$ cat config.mk
export PLATFORM = sky130hd
export DESIGN_NAME = tff_count_ctrl
export DESIGN_NICKNAME = d
export VERILOG_FILES = /design/src/rtl/tff_ctrl_pkg.sv /design/src/rtl/tff_cell.sv /design/src/rtl/tff_count_ctrl.sv
export SDC_FILE = /design/constraint.sdc
export NUM_CORES = 1
export LEC_CHECK = 0
export CAP_MARGIN = 30
export CORE_MARGIN = 1.5
export CORE_UTILIZATION = 50
export CTS_CLUSTER_SIZE = 16
export DETAILED_ROUTE_END_ITERATION = 8
export PLACE_DENSITY = 0.84
export SETUP_SLACK_MARGIN = 0.15
export SLEW_MARGIN = 20
export SYNTH_ARGS = -nofsm -noshare
export SYNTH_HDL_FRONTEND = slang
export SYNTH_SLANG_ARGS = --single-unit
$ cat constraint.sdc
create_clock -name clk -period 4.4 [get_ports clk]
set_input_delay 1.32 -clock clk [delete_from_list [all_inputs] [get_ports clk]]
set_output_delay 1.32 -clock clk [all_outputs]
set_load 0.01 [all_outputs]
$ cat src/rtl/tff_ctrl_pkg.sv
// Shared types for the toggle-flop counter controller: FSM state encoding and default bank width.
package tff_ctrl_pkg;

  localparam int W_DEF = 8;

  typedef enum logic [1:0] {
    ST_IDLE = 2'b00,
    ST_RUN  = 2'b01,
    ST_DONE = 2'b10
  } state_t;

endpackage

$ cat src/rtl/tff_cell.sv
// One toggle flop built from an SR flop: set when toggling a 0, reset when toggling a 1 (never S=R=1).
module tff_cell (
  input  logic clk,
  input  logic rst,
  input  logic t,
  output logic q
);

  logic r_q;
  logic w_s;
  logic w_r;

  assign w_s = t & ~r_q;
  assign w_r = t &  r_q;

  // NOTE: sequential state uses non-blocking (<=) so every flop samples pre-edge values.
  always_ff @(posedge clk) begin
    if (rst)      r_q <= 1'b0;
    else if (w_s) r_q <= 1'b1;
    else if (w_r) r_q <= 1'b0;
  end

  assign q = r_q;

endmodule

$ cat src/rtl/tff_count_ctrl.sv
// Controller that sequences toggle enables into a W-bit toggle-flop bank so it counts to a target.
// Down counting and the dir port exist only when TFF_CTRL_DOWN_EN is defined.
module tff_count_ctrl
  import tff_ctrl_pkg::*;
#(
  parameter int W = W_DEF
) (
  input  logic         clk,
  input  logic         rst,
  input  logic         start,
  input  logic [W-1:0] target,
  input  logic         load,
  input  logic [W-1:0] load_val,
`ifdef TFF_CTRL_DOWN_EN
  input  logic         dir,
`endif
  output logic         busy,
  output logic         done,
  output logic [W-1:0] q,
  output logic [W-1:0] t_vec
);

  state_t       r_state;
  state_t       w_next;
  logic [W-1:0] r_target;
  logic [W-1:0] w_q;
  logic [W-1:0] w_t_vec;
  logic [W-1:0] w_t_cnt;
  logic         w_capture;

`ifdef TFF_CTRL_DOWN_EN
  logic r_dir;
`endif

  // Per-bit toggle enables for a +1 (bit toggles when all lower bits are 1) or a -1 (all lower bits 0).
  always_comb begin : cnt_toggles
    logic carry;
    logic borrow;
    logic [W-1:0] t_up;
    logic [W-1:0] t_dn;
    // NOTE: combinational blocks use blocking (=) and assign every output first, so no latch is inferred.
    carry  = 1'b1;
    borrow = 1'b1;
    t_up   = '0;
    t_dn   = '0;
    for (int i = 0; i < W; i++) begin
      t_up[i] = carry;
      t_dn[i] = borrow;
      carry   = carry  &  w_q[i];
      borrow  = borrow & ~w_q[i];
    end
`ifdef TFF_CTRL_DOWN_EN
    w_t_cnt = r_dir ? t_dn : t_up;
`else
    w_t_cnt = t_up;
`endif
  end

  always_comb begin
    w_next    = r_state;
    w_t_vec   = '0;
    w_capture = 1'b0;
    case (r_state)
      ST_IDLE: begin
        if (load) begin
          w_t_vec = w_q ^ load_val;
        end else if (start) begin
          w_capture = 1'b1;
          w_next    = ST_RUN;
        end
      end
      ST_RUN: begin
        if (w_q == r_target) w_next  = ST_DONE;
        else                 w_t_vec = w_t_cnt;
      end
      ST_DONE: w_next = ST_IDLE;
      default: w_next = ST_IDLE;
    endcase
    if (rst) w_t_vec = '0;
  end

  always_ff @(posedge clk) begin
    if (rst) begin
      r_state  <= ST_IDLE;
      r_target <= '0;
    end else begin
      r_state <= w_next;
      if (w_capture) r_target <= target;
    end
  end

`ifdef TFF_CTRL_DOWN_EN
  always_ff @(posedge clk) begin
    if (rst)            r_dir <= 1'b0;
    else if (w_capture) r_dir <= dir;
  end
`endif

  for (genvar i = 0; i < W; i++) begin : g_bank
    tff_cell u_cell (
      .clk (clk),
      .rst (rst),
      .t   (w_t_vec[i]),
      .q   (w_q[i])
    );
  end

  assign busy  = (r_state == ST_RUN);
  assign done  = (r_state == ST_DONE);
  assign q     = w_q;
  assign t_vec = w_t_vec;

endmodule

# [After elaboration in Yosys (flattened, before gate mapping)]
# Cells that the tools add are included.
[totals] memories=0 wordCells=84 register_bits=18 latchBits=0 out_inout_bits=18 mem_bits_ro=0 ramBits=0 input_bits=20
[op_classes] magnitude_cmp=0 shift=0 eq_ne=6 muxes=27 n_reduce_logical=10 n_bitwise=31 n_addsub=0 n_mul=0 n_div=0
[ops] op="$mux 8" n=3
[ops] op="$and 1x1->1" n=22
[ops] op="$mux 1" n=19
[ops] op="$pmux 8 s2" n=1
[ops] op="$reduce_bool 2->1" n=8
[ops] op="$eq 8x8->1" n=1
[ops] op="$not 1->1" n=8
[ops] op="$xor 8x8->8" n=1
[ops] op="$mux 2" n=3
[ops] op="$ne 2x2->1 const B" n=2
[ops] op="$pmux 2 s2" n=1
[ops] op="$reduce_and 3->1" n=1
[ops] op="$eq 2x1->1 const B" n=1
[ops] op="$eq 2x2->1 const B" n=1
[ops] op="$logic_not 2->1" n=1
[ops] op="$ne 2x1->1 const B" n=1

# [Depth between registers and ports, before layout]
# Gate-level depths: netlist of run 1.
[logic_depth] depth_word=12 ltp_mapped=8 ltp_nobuf=5

# [Modules after synthesis]
# From an unflattened synthesis of run 1, not the netlist that was laid out.
[unflattened] cells_unflattened=108 hier_area_um2=962.2
[by_module_without_submodules] mod="tff_count_ctrl" n_inst=1 area_per_inst_um2=701.9 seq_area_each_um2=200.2 cells_each=84
[by_module_without_submodules] mod="tff_cell" n_inst=8 area_per_inst_um2=32.5 seq_area_each_um2=20.0 cells_each=3

# [Worst setup path after synthesis of run 1]
# Ideal clock, no wire load.
[synth_timing] kind="in2out" start="input port rst" end="output port t_vec[7]" path_stages=5 t_required_ns=3.080 setup_slack_ns=0.829 t_arrival_ns=2.251 path_buffers=3 cell_sequence="clkbuf_1 -> or2_2 -> clkbuf_1 -> o21ba_2 -> buf_4"
[synth_between] elab_chain_len=1
[synth_rtl] element="start, declared" line_no="tff_count_ctrl.sv:9" text="input logic rst,"
[synth_rtl] element="$mux 8" line_no="tff_count_ctrl.sv:79" text="if (rst) w_t_vec = '0;"
[synth_rtl] element="end, declared" line_no="tff_count_ctrl.sv:20" text="output logic [W-1:0] t_vec"
# Every way passes these cells.

# [Worst setup path in the final report of run 1]
[layout_timing] start="input port load" end="output port t_vec[3]"
[layout_between] elab_chain_len=3
[layout_rtl] element="start, declared" line_no="tff_count_ctrl.sv:12" text="input logic load,"
[layout_rtl] element="$mux 8" line_no="tff_count_ctrl.sv:65" text="if (load) begin"
[layout_rtl] element="$pmux 8 s2" line_no="tff_count_ctrl.sv:63" text="case (r_state)"
[layout_rtl] element="$mux 8" line_no="tff_count_ctrl.sv:79"
# Every way passes these cells.

==> results.yml, run 1 <==
status:
  status: "complete, no violations"
global_routing:
  grt_max_degree: 18
  antenna_found_initial: 0
  overflow: 0
  grt_pass1_vias: 1036
  grt_usage: 0.227
  grt_pass1_wl_um: 4570
placed_design:
  dp_hpwl_um: 2110
  port_buffers: 37
  place.gp.congestion: 0.827
critical_path:
  critPathMostFrequentCell: "clkdlybuf4s50_1"
  ff2ff_setup_slack_ns: 2.47
  worstPathMaxFanout: 13
  worstSetupPathType: "input pin to primary output"
  crit_required_ns: 3.08
  critPathMaxStageDelay_ns: 0.58
  end_kind: "primary output"
  timing.rr.start: "g_bank[0].u_cell.q"
  cp_slowest_cell: "clkdlybuf4s50_1"
  arrival_ns: 2.83
  crit_path_cell_trace: "clkdlybuf4s50_1 > and2_4 > a22oi_1 > nor2_1 > clkdlybuf4s50_1"
  critPathLaunchType: "input pin"
  r2r_end: "g_bank[3].u_cell.q"
  rr_worst_depth: 5
cts:
  cts_resized: 1
  numCtsBuffers: 3
  holdBufCountCts: 0
  post_cts_buffers: 0
  cts_root_buf: "clkbuf_4"
  path_clk_slew_ns: 0.11
  cts_sinks: 18
  clk_latency_ns: 0.30
  htreeDepth: 1
  cts_tree: "done"
  clockBufferDepth: 2
floorplan:
  die_h_um: 52.5
  dieArea_um2: 2760
  start_util: 0.543
  rows: 17
  die_x_um: 52.5
  core_area_um2: 2250
  ios: 38
routing:
  num_vias: 1104
  drt_iter0_drc: 17
  detail-route-antenna-nets: 0
  via_per_inst: 5.52
  drt-pass1-iter-count: 4
  drt_wl_total_um: 2800
  wire_per_inst_um: 14.0
  drc: 0
timing:
  whs_ns: 0.477
  hold_viol_final: 0
  slew_headroom: 0.513
  fin_crit_ns: 4.15
  finalCritPeriodShare: 0.944
  rsz0062_at_grt: "false"
  max_freq_mhz: 241
  timing.setup.tns_ns: 0
  worst_pin_slew_ns: 0.729
  finalSetupViolCount: 0
  timing.final.max_slew_violations: 0
  skew_ns: 0.00449
logic_synthesis:
  synth_top_family_by_area: "simple AND/OR/NAND/NOR gates"
  synth_compound_area_frac: 0.206
  synth_seq_cells: 18
  synth_fp_nets: 172
  synth_flop_cell: "dfxtp_1"
  synth_xor_xnor_area_share: 0.121
  synth_fa_ha_area_frac: 0
  netlist_instances: 152
  synth_edf_count: 0
  async_reset_ff_frac: 0
  ys_seq_area_frac: 0.294
  synthMuxAreaShare: 0.00817
  synth.yosys.warnings: 0
  synth_cell_types: 40
  avgSynthCellArea_um2: 8.06
  synth_area_um2: 1220
  synthSimpleGateAreaFrac: 0.220
cells_and_area:
  n_fill_cell: 211
  seqCellArea_um2: 360
  drive_gt1_frac: 0.110
  fin_util: 0.676
  multi_input_area_um2: 684
  synthToLayoutAreaGrowth_pct: 24.4
  insertedDiodeCount: 0
  fin_nets: 193
run:
  max-cap-violations: 0
power:
  ir_drop_mv: 0.201
  leakagePower_uw: 0.000542
  pwr_density_cell_nw_per_um2: 282
worst_hold_path:
  min_to: "r_target[4]"
  hold_class: "register to register"
  hold_path_startpoint: "r_target[4]"
  hold_depth: 2
metal layers:
metal / share of wire / vias to the layer above / global-route usage
met5: 0 / - / 0
met4: 0.0061 / 0 / 0.0641
met3: 0.050 / 2 / 0.0629
met2: 0.52 / 31 / 0.402
met1: 0.42 / 521 / 0.265
li1: - / 550 / -
kinds of logic (layout without fill, tap and decap cells):
logic type,Yosys count,after routing
AOI/OAI and AO/OA,36,36
xor gates and xnor gates,16,16
buffers and inverters,27,47
DFF,18,18
muxes,1,1
and+or+nand+nor,54,54
where the power goes:
group | switching (uW) | internal [uW] | leakage, uW | total, uW
sequential | 17.9 | 174 | 0.000148 | 191
combinational | 60.8 | 71.7 | 0.000374 | 132
clock | 55.2 | 50.5 | 0.0000210 | 106
area by class of cell:
class / instances / area share
clock buffer: 4 / 0.0238
inverter: 2 / 0.00493
multi-input combinational: 107 / 0.449
sequential: 18 / 0.236
tap: 28 / 0.0230
timing repair buffer: 41 / 0.263
sequential cells by signal, summed over array words and instances (netlist names):
| name | count |
|---|---|
| g_bank.u_cell.q | 8 |
| r_state | 2 |
| r_target | 8 |
worst max-delay path: cells and delay by family:
family                 cells  cell delay [ns]
AO/OA/AOI/OAI              1             0.08
buffers and inverters      2             1.06
AND/OR/NAND/NOR            2             0.37
per-stage QoR:
step / setup WS (ns) / power (uW) / instances / cell area (um2)
floorplan: 0.829 / 285 / 152 / 1220
detailed placement: 0.00130 / 326 / 196 / 1480
global route: 0.184 / 454 / 200 / 1520
global placement: 0.100 / 320 / 196 / 1480
finish: 0.245 / 430 / 200 / 1520
CTS: 0.166 / 429 / 200 / 1520
worst max-delay path by stage:
| stage | startpoint | to | slack, ns |
|---|---|---|---|
| floorplan | rst | t_vec[7] | 0.83 |
| global placement | load | t_vec[4] | 0.10 |
| detailed placement | load | t_vec[3] | 0.001 |
| CTS | load | t_vec[3] | 0.17 |
| global route | load | t_vec[0] | 0.18 |
| finish | load | t_vec[3] | 0.25 |
synth_stat cells, types with 2 or more instances:
| master | number | area share |
|---|---|---|
| nand2_1 | 31 | 0.095 |
| buf_4 | 18 | 0.11 |
| dfxtp_1 | 18 | 0.29 |
| a21oi_1 | 16 | 0.065 |
| xnor2_1 | 8 | 0.057 |
| xor2_1 | 7 | 0.050 |
| nand3_1 | 5 | 0.020 |
| clkbuf_1 | 4 | 0.012 |
| nor2_1 | 4 | 0.012 |
| a22oi_1 | 3 | 0.018 |
| a221oi_1 | 2 | 0.014 |
| a311oi_1 | 2 | 0.014 |
| a31oi_1 | 2 | 0.010 |
| buf_6 | 2 | 0.018 |
| inv_1 | 2 | 0.0061 |
| nand3b_1 | 2 | 0.012 |
| nand4_2 | 2 | 0.020 |
| o21ba_2 | 2 | 0.016 |
cells in the final DEF, fill, tap and decap left out, types with 3 or more instances in the layout:
cell type,instances
nand2_1,31
nand3_1,5
buf_4,4
xor2_1,7
a21oi_1,16
a22oi_1,3
nor2_1,4
dfxtp_1,18
clkbuf_4,3
clkdlybuf4s50_1,37
xnor2_1,8
Note: power is estimated with default switching activity, not from simulation.
==> inputs of run 2 (changes only) <==
CELL_PAD_IN_SITES_DETAIL_PLACEMENT = 1   (was unset)
CELL_PAD_IN_SITES_GLOBAL_PLACEMENT = 1   (was unset)
CORE_UTILIZATION = 33   (was 50)
PLACE_DENSITY = 0.78   (was 0.84)
clock period = 4.5 ns   (was 4.4 ns; I/O delays follow)
==> results.yml, run 2 (synthesized netlist as in run 1, its figures left out) <==
floorplan:
  ios: 38
  core_area_um2: 3440
  die_h_um: 63.9
  die_x_um: 63.9
  rows: 21
  start_util: 0.356
  dieArea_um2: 4090
routing:
  drt-pass1-iter-count: 4
  via_per_inst: 5.03
  drt_iter0_drc: 42
  detail-route-antenna-nets: 0
  drt_wl_total_um: 3070
  num_vias: 1092
  wire_per_inst_um: 14.2
  drc: 0
cells_and_area:
  drive_gt1_frac: 0.105
  insertedDiodeCount: 0
  fin_nets: 193
  mostFrequentLayoutCells: "clkdlybuf4s50_1 (37), nand2_1 (31), dfxtp_1 (18), a21oi_1 (16), xnor2_1 (8)"
  mostFrequentLayoutCell: "clkdlybuf4s50_1"
  fin_util: 0.450
  synthToLayoutAreaGrowth_pct: 26.4
timing:
  whs_ns: 0.469
  setup_ws_ns: 0.205
  max_freq_mhz: 233
  timing.setup.tns_ns: 0
  slew_headroom: 0.541
  fin_crit_ns: 4.29
  finalCritPeriodShare: 0.954
  rsz0062_at_grt: "false"
  skew_ns: 0.00318
  finalSetupViolCount: 0
  hold_viol_final: 0
  worst_pin_slew_ns: 0.687
  timing.final.max_slew_violations: 0
power:
  ir_drop_mv: 0.134
  leakagePower_uw: 0.000541
  total_power_uw: 429
  pwr_density_cell_nw_per_um2: 277
worst_hold_path:
  hold_depth: 2
  hold_class: "register to register"
  min_to: "r_target[0]"
  hold_path_startpoint: "r_target[0]"
critical_path:
  critPathLaunchType: "input pin"
  critPathMaxStageDelay_ns: 0.53
  cpLargestDelayFamily: "buffers and inverters"
  worstPathMaxFanout: 9
  critPathMostFrequentCell: "clkdlybuf4s50_1"
  arrival_ns: 2.94
  r2r_end: "g_bank[3].u_cell.q"
  worstSetupPathType: "input pin to primary output"
  rr_worst_depth: 5
  ff2ff_setup_slack_ns: 2.59
  timing.rr.start: "g_bank[0].u_cell.q"
  cp_slowest_cell: "clkdlybuf4s50_1"
  end_kind: "primary output"
  path_buf_inv: 2
  crit_required_ns: 3.15
  crit_path_cell_trace: "clkdlybuf4s50_1 > or2_2 > o21ba_2 > clkdlybuf4s50_1"
cts:
  htreeDepth: 1
  holdBufCountCts: 0
  post_cts_buffers: 0
  cts_resized: 1
  clockBufferDepth: 2
  numCtsBuffers: 3
  path_clk_slew_ns: 0.07
  cts_sinks: 18
  cts_tree: "done"
  cts_root_buf: "clkbuf_8"
  clk_latency_ns: 0.25
placed_design:
  dpl_worst_slack_ns: 0.0788
  place.gp.congestion: 0.721
  dp_hpwl_um: 2360
  port_buffers: 37
global_routing:
  grt_pass1_vias: 1091
  grt_busiest_layer: "met2"
  grt_max_degree: 18
  use_met3: 0.0352
  grtUsageMet2: 0.281
  antenna_found_initial: 0
  grt_usage: 0.157
  overflow: 0
  met1_usage: 0.186
  grt_pass1_wl_um: 4970
status:
  status: "complete, no violations"
run:
  max-cap-violations: 0
run 2: cell types whose count changed in the layout (fill, tap and decap cells not counted), sizes merged:
cell / delta
clkbuf: -1
run 2: worst max-delay path by stage:
stage               cells past startpoint  endpoint  start
global placement                        5  t_vec[6]   load
floorplan                               5  t_vec[7]    rst
finish                                  4  t_vec[7]    rst
CTS                                     4  t_vec[7]    rst
detailed placement                      5  t_vec[4]   load
global route                            4  t_vec[7]    rst
run 2: per-stage QoR:
stage / cells / area, um2
floorplan: 152 / 1220
global placement: 214 / 1510
detailed placement: 214 / 1510
CTS: 217 / 1550
global route: 217 / 1550
finish: 217 / 1550
run 2: layer usage:
| metal | routed length (um) | up-vias |
|---|---|---|
| li1 | - | 546 |
| met1 | 1380 | 510 |
| met2 | 1510 | 34 |
| met3 | 167 | 2 |
| met4 | 18 | 0 |
| met5 | 0 | - |
run 2: power breakdown:
part | total [uW] | internal (uW) | switching, uW
registers | 187 | 170 | 17.5
logic | 129 | 69.2 | 59.4
clock network | 113 | 59.4 | 53.3
run 2: area by class of cell:
class,count,area [um2]
fill,425,1890
multi-input combinational,107,681
timing repair buffer,41,400
sequential,18,360
tap,46,57.6
clock buffer,3,41.3
inverter,2,7.51
run 2: worst register-to-register path, cell delays in order, from the launching register on:
cell and delay, ns:
dfxtp_1 0.57, xnor2_1 0.19, nand4_2 0.18, o21a_1 0.36
a32o_1 0.32, o21ba_2 0.19
